[config.mk]
export PLATFORM = sky130hd
export DESIGN_NAME = cdb_buffered
export DESIGN_NICKNAME = d
export VERILOG_FILES = /design/src/rtl/cdb_buffered_pkg.sv /design/src/rtl/cdb_buffered_src_fifo.sv /design/src/rtl/cdb_buffered.sv
export SDC_FILE = /design/constraint.sdc
export NUM_CORES = 1
export LEC_CHECK = 0
export ABC_AREA = 1
export CORE_MARGIN = 5
export CORE_UTILIZATION = 55
export DETAILED_ROUTE_END_ITERATION = 7
export PLACE_DENSITY = 0.76
export SLEW_MARGIN = 20
export SYNTH_ARGS = -nofsm -noshare
export SYNTH_HDL_FRONTEND = slang
export SYNTH_SLANG_ARGS = --single-unit
[constraint.sdc]
create_clock -name clock -period 5.95 [get_ports clock]
set_input_delay 1.19 -clock clock [delete_from_list [all_inputs] [get_ports clock]]
set_output_delay 1.19 -clock clock [all_outputs]
set_load 0.01 [all_outputs]
[src/rtl/cdb_buffered_pkg.sv]
// Shared types and defaults for the buffered common data bus.
package cdb_buffered_pkg;

  localparam int CDB_TAG_W     = 6;
  localparam int CDB_DATA_W    = 32;
  localparam int NUM_FU_TOTAL  = 4;
  localparam int CDB_N         = 2;
  localparam int CDB_SRC_DEPTH = 2;

  // One broadcast slot: the valid field is owned by the bus, not the producer
  typedef struct packed {
    logic                  valid;
    logic [CDB_TAG_W-1:0]  tag;
    logic [CDB_DATA_W-1:0] data;
  } CDB_ENTRY;

  // Mirrors the RR_MODE parameter: 0 = fixed priority, 1 = round-robin
  typedef enum logic {
    CDB_ARB_FIXED = 1'b0,
    CDB_ARB_RR    = 1'b1
  } cdb_arb_mode_e;

  // A granted result always goes out with valid set, whatever the FU put there
  function automatic CDB_ENTRY cdb_broadcast(input CDB_ENTRY e);
    CDB_ENTRY r;
    r       = e;
    r.valid = 1'b1;
    return r;
  endfunction

endpackage

[src/rtl/cdb_buffered_src_fifo.sv]
// Small per-source holding FIFO; keeps results that lost arbitration in order.
module cdb_src_fifo
  import cdb_buffered_pkg::*;
#(
  parameter  int DEPTH = CDB_SRC_DEPTH,
  localparam int CW    = $clog2(DEPTH + 1),
  localparam int PW    = (DEPTH > 1) ? $clog2(DEPTH) : 1
) (
  input  logic          clock,
  input  logic          reset,
  input  logic          flush,
  input  logic          push,
  input  logic          pop,
  input  CDB_ENTRY      din,
  output CDB_ENTRY      head,
  output logic          empty,
  output logic [CW-1:0] count
);

  CDB_ENTRY        mem [DEPTH];
  logic [PW-1:0]   rd_ptr;
  logic [PW-1:0]   wr_ptr;

  function automatic logic [PW-1:0] ptr_inc(input logic [PW-1:0] p);
    return (p == PW'(DEPTH - 1)) ? '0 : p + 1'b1;
  endfunction

  assign head  = mem[rd_ptr];
  assign empty = (count == '0);

  // Storage array needs no reset; count and pointers decide what is live
  always_ff @(posedge clock) begin
    if (push && !flush) begin
      mem[wr_ptr] <= din;
    end
  end

  // Pointer and occupancy tracking; a flush empties the FIFO outright
  always_ff @(posedge clock or negedge reset) begin
    if (!reset) begin
      rd_ptr <= '0;
      wr_ptr <= '0;
      count  <= '0;
    end else if (flush) begin
      rd_ptr <= '0;
      wr_ptr <= '0;
      count  <= '0;
    end else begin
      if (push) begin
        wr_ptr <= ptr_inc(wr_ptr);
      end
      if (pop) begin
        rd_ptr <= ptr_inc(rd_ptr);
      end
      if (push && !pop) begin
        count <= count + 1'b1;
      end else if (pop && !push) begin
        count <= count - 1'b1;
      end
    end
  end

  a_count_bound : assert property (@(posedge clock) disable iff (!reset)
    count <= CW'(DEPTH));
  a_no_overflow : assert property (@(posedge clock) disable iff (!reset)
    !(push && !pop && count == CW'(DEPTH)));
  a_no_underflow : assert property (@(posedge clock) disable iff (!reset)
    !(pop && empty));

endmodule

[src/rtl/cdb_buffered.sv]
// Buffered CDB arbiter: per-source FIFOs, ready/valid to the FUs,
// fixed or round-robin lane allocation and registered broadcast lanes.
module cdb_buffered
  import cdb_buffered_pkg::*;
#(
  parameter  int NUM_SRC = NUM_FU_TOTAL,
  parameter  int NUM_CDB = CDB_N,
  parameter  int DEPTH   = CDB_SRC_DEPTH,
  parameter  int RR_MODE = 0,
  localparam int CW      = $clog2(DEPTH + 1)
) (
  input  logic                         clock,
  input  logic                         reset,
  input  logic                         flush,
  input  logic [NUM_SRC-1:0]           fu_valid,
  input  CDB_ENTRY [NUM_SRC-1:0]       fu_entry,
  output logic [NUM_SRC-1:0]           fu_ready,
  output CDB_ENTRY [NUM_CDB-1:0]       cdb_output,
  output logic [NUM_SRC-1:0][CW-1:0]   occupancy
);

  localparam int SW = (NUM_SRC > 1) ? $clog2(NUM_SRC) : 1;
  localparam int GW = $clog2(NUM_CDB + 1);
  localparam int LW = (NUM_CDB > 1) ? $clog2(NUM_CDB) : 1;
  localparam cdb_arb_mode_e ARB_MODE = (RR_MODE != 0) ? CDB_ARB_RR : CDB_ARB_FIXED;

  logic [NUM_SRC-1:0]          empty;
  CDB_ENTRY [NUM_SRC-1:0]      head;
  logic [NUM_SRC-1:0]          accept;
  logic [NUM_SRC-1:0]          req;
  CDB_ENTRY [NUM_SRC-1:0]      req_entry;
  logic [NUM_SRC-1:0]          grant;
  logic [NUM_SRC-1:0]          push;
  logic [NUM_SRC-1:0]          pop;

  logic [NUM_CDB-1:0]          lane_vld;
  logic [NUM_CDB-1:0][SW-1:0]  lane_src;
  CDB_ENTRY [NUM_CDB-1:0]      lane_entry;

  logic [SW-1:0]               rr_ptr;
  logic [SW-1:0]               rr_next;
  logic [SW-1:0]               scan_base;
  logic [SW-1:0]               idx;
  logic [SW-1:0]               last;
  logic [GW-1:0]               ng;

  // Source index base+off wrapped modulo NUM_SRC (both operands below NUM_SRC)
  function automatic logic [SW-1:0] rot_idx(input logic [SW-1:0] base, input int unsigned off);
    int unsigned sum;
    sum = 32'(base) + off;
    if (sum >= 32'(NUM_SRC)) begin
      sum = sum - 32'(NUM_SRC);
    end
    return SW'(sum);
  endfunction

  for (genvar s = 0; s < NUM_SRC; s++) begin : g_src
    cdb_src_fifo #(.DEPTH(DEPTH)) u_fifo (
      .clock (clock),
      .reset (reset),
      .flush (flush),
      .push  (push[s]),
      .pop   (pop[s]),
      .din   (fu_entry[s]),
      .head  (head[s]),
      .empty (empty[s]),
      .count (occupancy[s])
    );
    // Ready comes only from registered occupancy, so no path from grants or valid
    assign fu_ready[s] = (occupancy[s] < CW'(DEPTH));
  end

  // Each source requests with its oldest result: the FIFO head, else a bypassing new entry
  always_comb begin
    accept    = '0;
    req       = '0;
    req_entry = '0;
    for (int s = 0; s < NUM_SRC; s++) begin
      accept[s]    = fu_valid[s] & fu_ready[s];
      req[s]       = ~empty[s] | accept[s];
      req_entry[s] = empty[s] ? fu_entry[s] : head[s];
    end
  end

  // Priority scan from index 0 (fixed) or from rr_ptr (round-robin); k-th hit takes lane k
  always_comb begin
    grant      = '0;
    lane_vld   = '0;
    lane_src   = '0;
    lane_entry = '0;
    ng         = '0;
    idx        = '0;
    last       = rr_ptr;
    scan_base  = (ARB_MODE == CDB_ARB_RR) ? rr_ptr : '0;
    for (int j = 0; j < NUM_SRC; j++) begin
      idx = rot_idx(scan_base, j);
      if (req[idx] && (ng < GW'(NUM_CDB))) begin
        grant[idx]             = 1'b1;
        lane_vld[ng[LW-1:0]]   = 1'b1;
        lane_src[ng[LW-1:0]]   = idx;
        lane_entry[ng[LW-1:0]] = cdb_broadcast(req_entry[idx]);
        ng                     = ng + 1'b1;
        last                   = idx;
      end
    end
    rr_next = (|grant) ? rot_idx(last, 1) : rr_ptr;
  end

  // A granted head leaves its FIFO; an accepted entry is stored unless it bypassed straight out
  always_comb begin
    push = '0;
    pop  = '0;
    for (int s = 0; s < NUM_SRC; s++) begin
      pop[s]  = grant[s] & ~empty[s];
      push[s] = accept[s] & ~(grant[s] & empty[s]);
    end
  end

  // Round-robin pointer survives a flush so fairness carries across squashes
  always_ff @(posedge clock or negedge reset) begin
    if (!reset) begin
      rr_ptr <= '0;
    end else if (!flush) begin
      rr_ptr <= rr_next;
    end
  end

  // Registered broadcast lanes; ungranted lanes and squashed cycles go out as all-zero
  always_ff @(posedge clock or negedge reset) begin
    if (!reset) begin
      cdb_output <= '0;
    end else if (flush) begin
      cdb_output <= '0;
    end else begin
      for (int k = 0; k < NUM_CDB; k++) begin
        cdb_output[k] <= lane_vld[k] ? lane_entry[k] : '0;
      end
    end
  end

  a_lanes_le_reqs : assert property (@(posedge clock) disable iff (!reset)
    $countones(lane_vld) <= $countones(req));

  for (genvar k1 = 0; k1 < NUM_CDB; k1++) begin : g_uniq_a
    for (genvar k2 = k1 + 1; k2 < NUM_CDB; k2++) begin : g_uniq_b
      a_unique_src : assert property (@(posedge clock) disable iff (!reset)
        !(lane_vld[k1] && lane_vld[k2] && (lane_src[k1] == lane_src[k2])));
    end
  end

endmodule

==> run summary <==
For this run, asynchronously set or reset flops after synthesis account for 23.6%. From synthesis to final layout, the design area changed by 21.9%. The die span in y was 193 um. The run gives 62.7% as the sequential cell area fraction in the yosys report. The tools report the number of vias in the routed layout as 14,000. The critical path is of the flip-flop to flip-flop type.

Routability-driven placement finished with a final weighted congestion of 0.960. The number of antenna violations at the first check in global routing was 11; the number of violations reported at the end of detailed-routing iteration 0 was 1,244. Setup violations remaining at the end of the flow were counted as 0. Summing every instance area after synthesis gives 0.0183 mm^2. The logs give 0 for the post-CTS setup buffer count and 4.17 ns for the endpoint arrival time on the critical path. Detailed placement ended at an HPWL of 34,500 um. The worst hold path was traced through 2 stages.

Once detail routing completed, the nets flagged for antenna violations numbered 0. The number of cells on the worst reg-to-reg path works out to 10. The H-tree generated during clock tree synthesis spans 2 levels. The required time at the endpoint of the critical path is 6.34 ns, and the max-slew violation total from the final report is 0.

Entering global routing, the biggest net connects 77 pins. Maximum count of clock buffers along a single path: 3. The post-detailed-route DRC marker count came out at 0. By area the synthesized netlist is led by sky130_fd_sc_hd__edfxtp_1 (50%), sky130_fd_sc_hd__dfrtp_1 (13%), sky130_fd_sc_hd__nand2_1 (9.8%), sky130_fd_sc_hd__nand3_1 (4.1%), sky130_fd_sc_hd__o211ai_1 (3.9%).

The logs give 14,100 for the number of global-route vias before repair and 2,505 for the final cell count without fillers. In this run the mean area of a mapped cell was 10.0 um^2. The count of instances resized after the clock tree is built is 0. In the final design database the tool counted 2,191 nets. For the pin with the worst max-slew slack, the measured transition is 1.07 ns. The leakage power total is 8.63 nW. The most frequently used cell type in the post-synthesis netlist was sky130_fd_sc_hd__nand2_1. The count of flip-flops with a built-in enable after synthesis was 304. STA classifies the critical path endpoint as a flip-flop. The tree is rooted in a sky130_fd_sc_hd__clkbuf_16. The average routed wire per standard cell was 20.2 um; the final number of hold-violating endpoints was 0.

The tools report the number of buffers added by the clock tree synthesis step as 42. Headroom to the max-slew limit came out at 28.1%. Final wirelength: 50,500 um. The largest area contributor in the synthesized netlist was sky130_fd_sc_hd__edfxtp_1. The number of nets handed over by synthesis was 1,994. TritonCTS built the clock tree. The portion of the clock cycle consumed by the worst path in the final layout was 63.6%. At the end of the flow the core is filled with cells to 68.3%. Across the routed clock network, the largest skew measured is 0.0173 ns. The highest net fanout along the worst path works out to 67. The floorplan step defined a die boundary enclosing 0.0371 mm^2.

For this run, the number of Yosys warnings is 0. Portion of synthesized cell area occupied by the leading cell type: 49.8%. Derived from the worst setup path, the maximum achievable clock frequency is 264 MHz. The tightest min-delay check is of the flip-flop to flip-flop type.

After global routing the overflow that remains totals 0. The number of distinct standard cells referenced by the synthesized netlist is 34, and the core box area is 0.0327 mm^2. STA classifies the critical path startpoint as a flip-flop.

The worst path needs 3.78 ns of the cycle, external delays included. The worst ir drop on vdd came out at 0.000289 V. The number of standard-cell rows in the floorplan was 66; the share of cells above drive strength 1 was 9.34%. The number of cells produced by synthesis came out at 1,826. The count of filler cells inserted in the layout came out at 2,582. The most numerous cell type found on the critical path is sky130_fd_sc_hd__nand2_1. The flow ran to the end, and the final reports show no timing, DRC or antenna violations. Summing all placed instances gives a cell area of 0.0210 mm^2. The clock net in this run drives a total of 398 sinks. Dividing the detail-routed via count by the number of cells gives 5.57. At the later pin of the worst-skew pair, clock insertion delay measures 0.53 ns. The first global-routing pass estimated 77,400 um of wire.

For this design the top-level I/O count stands at 253. After routing, the total negative slack on setup checks comes to 0 ns. Among all stages on the critical path, the largest delay is contributed by sky130_fd_sc_hd__clkinv_2. In this run the horizontal extent of the chip is 193 um.

In this run, synthesis produced a sequential element count of 398. Effective utilization at floorplan: 56.0%. The overall routing resource usage is 27.1%. Dividing total power by cell area gives a power density of 554 mW/mm^2. The tool flagged a number of max-cap violations equal to 0. The finished cells cover 0.0223 mm^2. The most frequently used flop master after synthesis is sky130_fd_sc_hd__edfxtp_1. The number of hold buffers added after CTS is 0, and the delay of the slowest cell on the worst path is 0.82 ns.

The tools report the instance count after placement with tap cells included as 2,420. By count the netlist is led by sky130_fd_sc_hd__nand2_1 (479), sky130_fd_sc_hd__edfxtp_1 (304), sky130_fd_sc_hd__nand3_1 (149). Setup repair after global routing left no endpoint under its margin. The detailed-routing iteration count for the pre-antenna-repair pass came out at 6. The critical path goes through nor2_4, clkinv_2, o21ai_1, nand2_1, nand2_2, nand3_2, inv_2, nand2_1, nand2_1, nor2_1.

In this run the tool buffered the top-level ports with 248 buffer cells. After clock tree synthesis, the clock-pin slew on the worst setup and hold paths is 0.06 ns.
[through the flow]
step                power, mW  worst slack (ns)  hold WS, ns
detailed placement       9.97              1.68        0.512
global placement         9.84              1.71        0.484
floorplan                7.97             0.496        0.458
CTS                      12.4              2.20        0.527
global route             13.2              1.85        0.570
finish                   12.4              2.17        0.519
[power by group]
part / switching [mW] / internal [mW] / leakage [nW] / total [mW]
clock: 1.04 / 1.41 / 0.632 / 2.45
combinational: 4.33 / 1.95 / 4.00 / 6.28
sequential: 0.184 / 3.46 / 4.00 / 3.65
total: 5.55 / 6.83 / 8.63 / 12.4
[path summary, 6_finish.rpt]
kind	slack, ns	start	endpoint
setup / recovery	2.17	g_src[2].u_fifo.count[0]	cdb_output[11]
hold / removal	0.52	g_src[3].u_fifo.wr_ptr	g_src[3].u_fifo.wr_ptr
setup reg to reg	2.17	g_src[2].u_fifo.count[0]	cdb_output[11]
hold reg to reg	0.52	g_src[3].u_fifo.wr_ptr	g_src[3].u_fifo.wr_ptr
max in group asynchronous	4.19	reset	cdb_output[31]
min in group asynchronous	0.78	reset	cdb_output[11]
[final cells by class]
type / instances / area, um^2 / area share (%)
multi-input cells: 1169 / 5750 / 25.7
clock buffers: 55 / 1160 / 5.20
repair buffers: 276 / 2740 / 12.2
inverters: 136 / 513 / 2.30
well taps: 442 / 553 / 2.48
clock inverters: 22 / 121 / 0.544
flip-flops and latches: 398 / 11500 / 51.4
diodes: 7 / 17.5 / 0.0784
[logic make-up after synthesis]
logic type | synth area share, %
adder cells (fa/ha/maj) | 0.341
XOR/XNOR | 0.0956
flip-flops | 62.7
buffers and inverters | 6.28
AO/OA/AOI/OAI | 11.3
AND/OR/NAND/NOR | 19.3
[state kept, by name, indices dropped and copies added, names as in the netlist]
name	count
g_src.u_fifo.mem	304
cdb_output	78
g_src.u_fifo.count	8
g_src.u_fifo.rd_ptr	4
g_src.u_fifo.wr_ptr	4
[placed cells by master (no fill, tap or decap), types with 20 or more instances in the layout]
cell type	n
sky130_fd_sc_hd__clkdlybuf4s50_1	247
sky130_fd_sc_hd__nand3_1	149
sky130_fd_sc_hd__o211ai_1	94
sky130_fd_sc_hd__edfxtp_1	304
sky130_fd_sc_hd__a21oi_2	21
sky130_fd_sc_hd__a21oi_1	104
sky130_fd_sc_hd__dfrtp_1	93
sky130_fd_sc_hd__o21ai_1	20
sky130_fd_sc_hd__buf_4	26
sky130_fd_sc_hd__nor2_1	103
sky130_fd_sc_hd__clkbuf_16	43
sky130_fd_sc_hd__nand2_1	477
sky130_fd_sc_hd__nand3_2	21
sky130_fd_sc_hd__o21ai_0	106
sky130_fd_sc_hd__inv_1	121
sky130_fd_sc_hd__or2_2	30
[critical path, delay by kind of cell, from the launching register on]
family / cells / cell delay (ns)
buffers and inverters: 2 / 1.34
and+or+nand+nor: 7 / 1.45
AOI/OAI and AO/OA: 1 / 0.37
DFF: 1 / 0.45
[routing by layer]
layer / track usage [%] / share of wire (%) / vias to the layer above
li1: - / - / 6643
met1: 33.8 / 38 / 6698
met2: 47.9 / 52 / 496
met3: 4.21 / 6.3 / 108
met4: 9.85 / 3.3 / 12
met5: 0 / 0.16 / -
No activity file was read; power rests on OpenSTA's default activity.
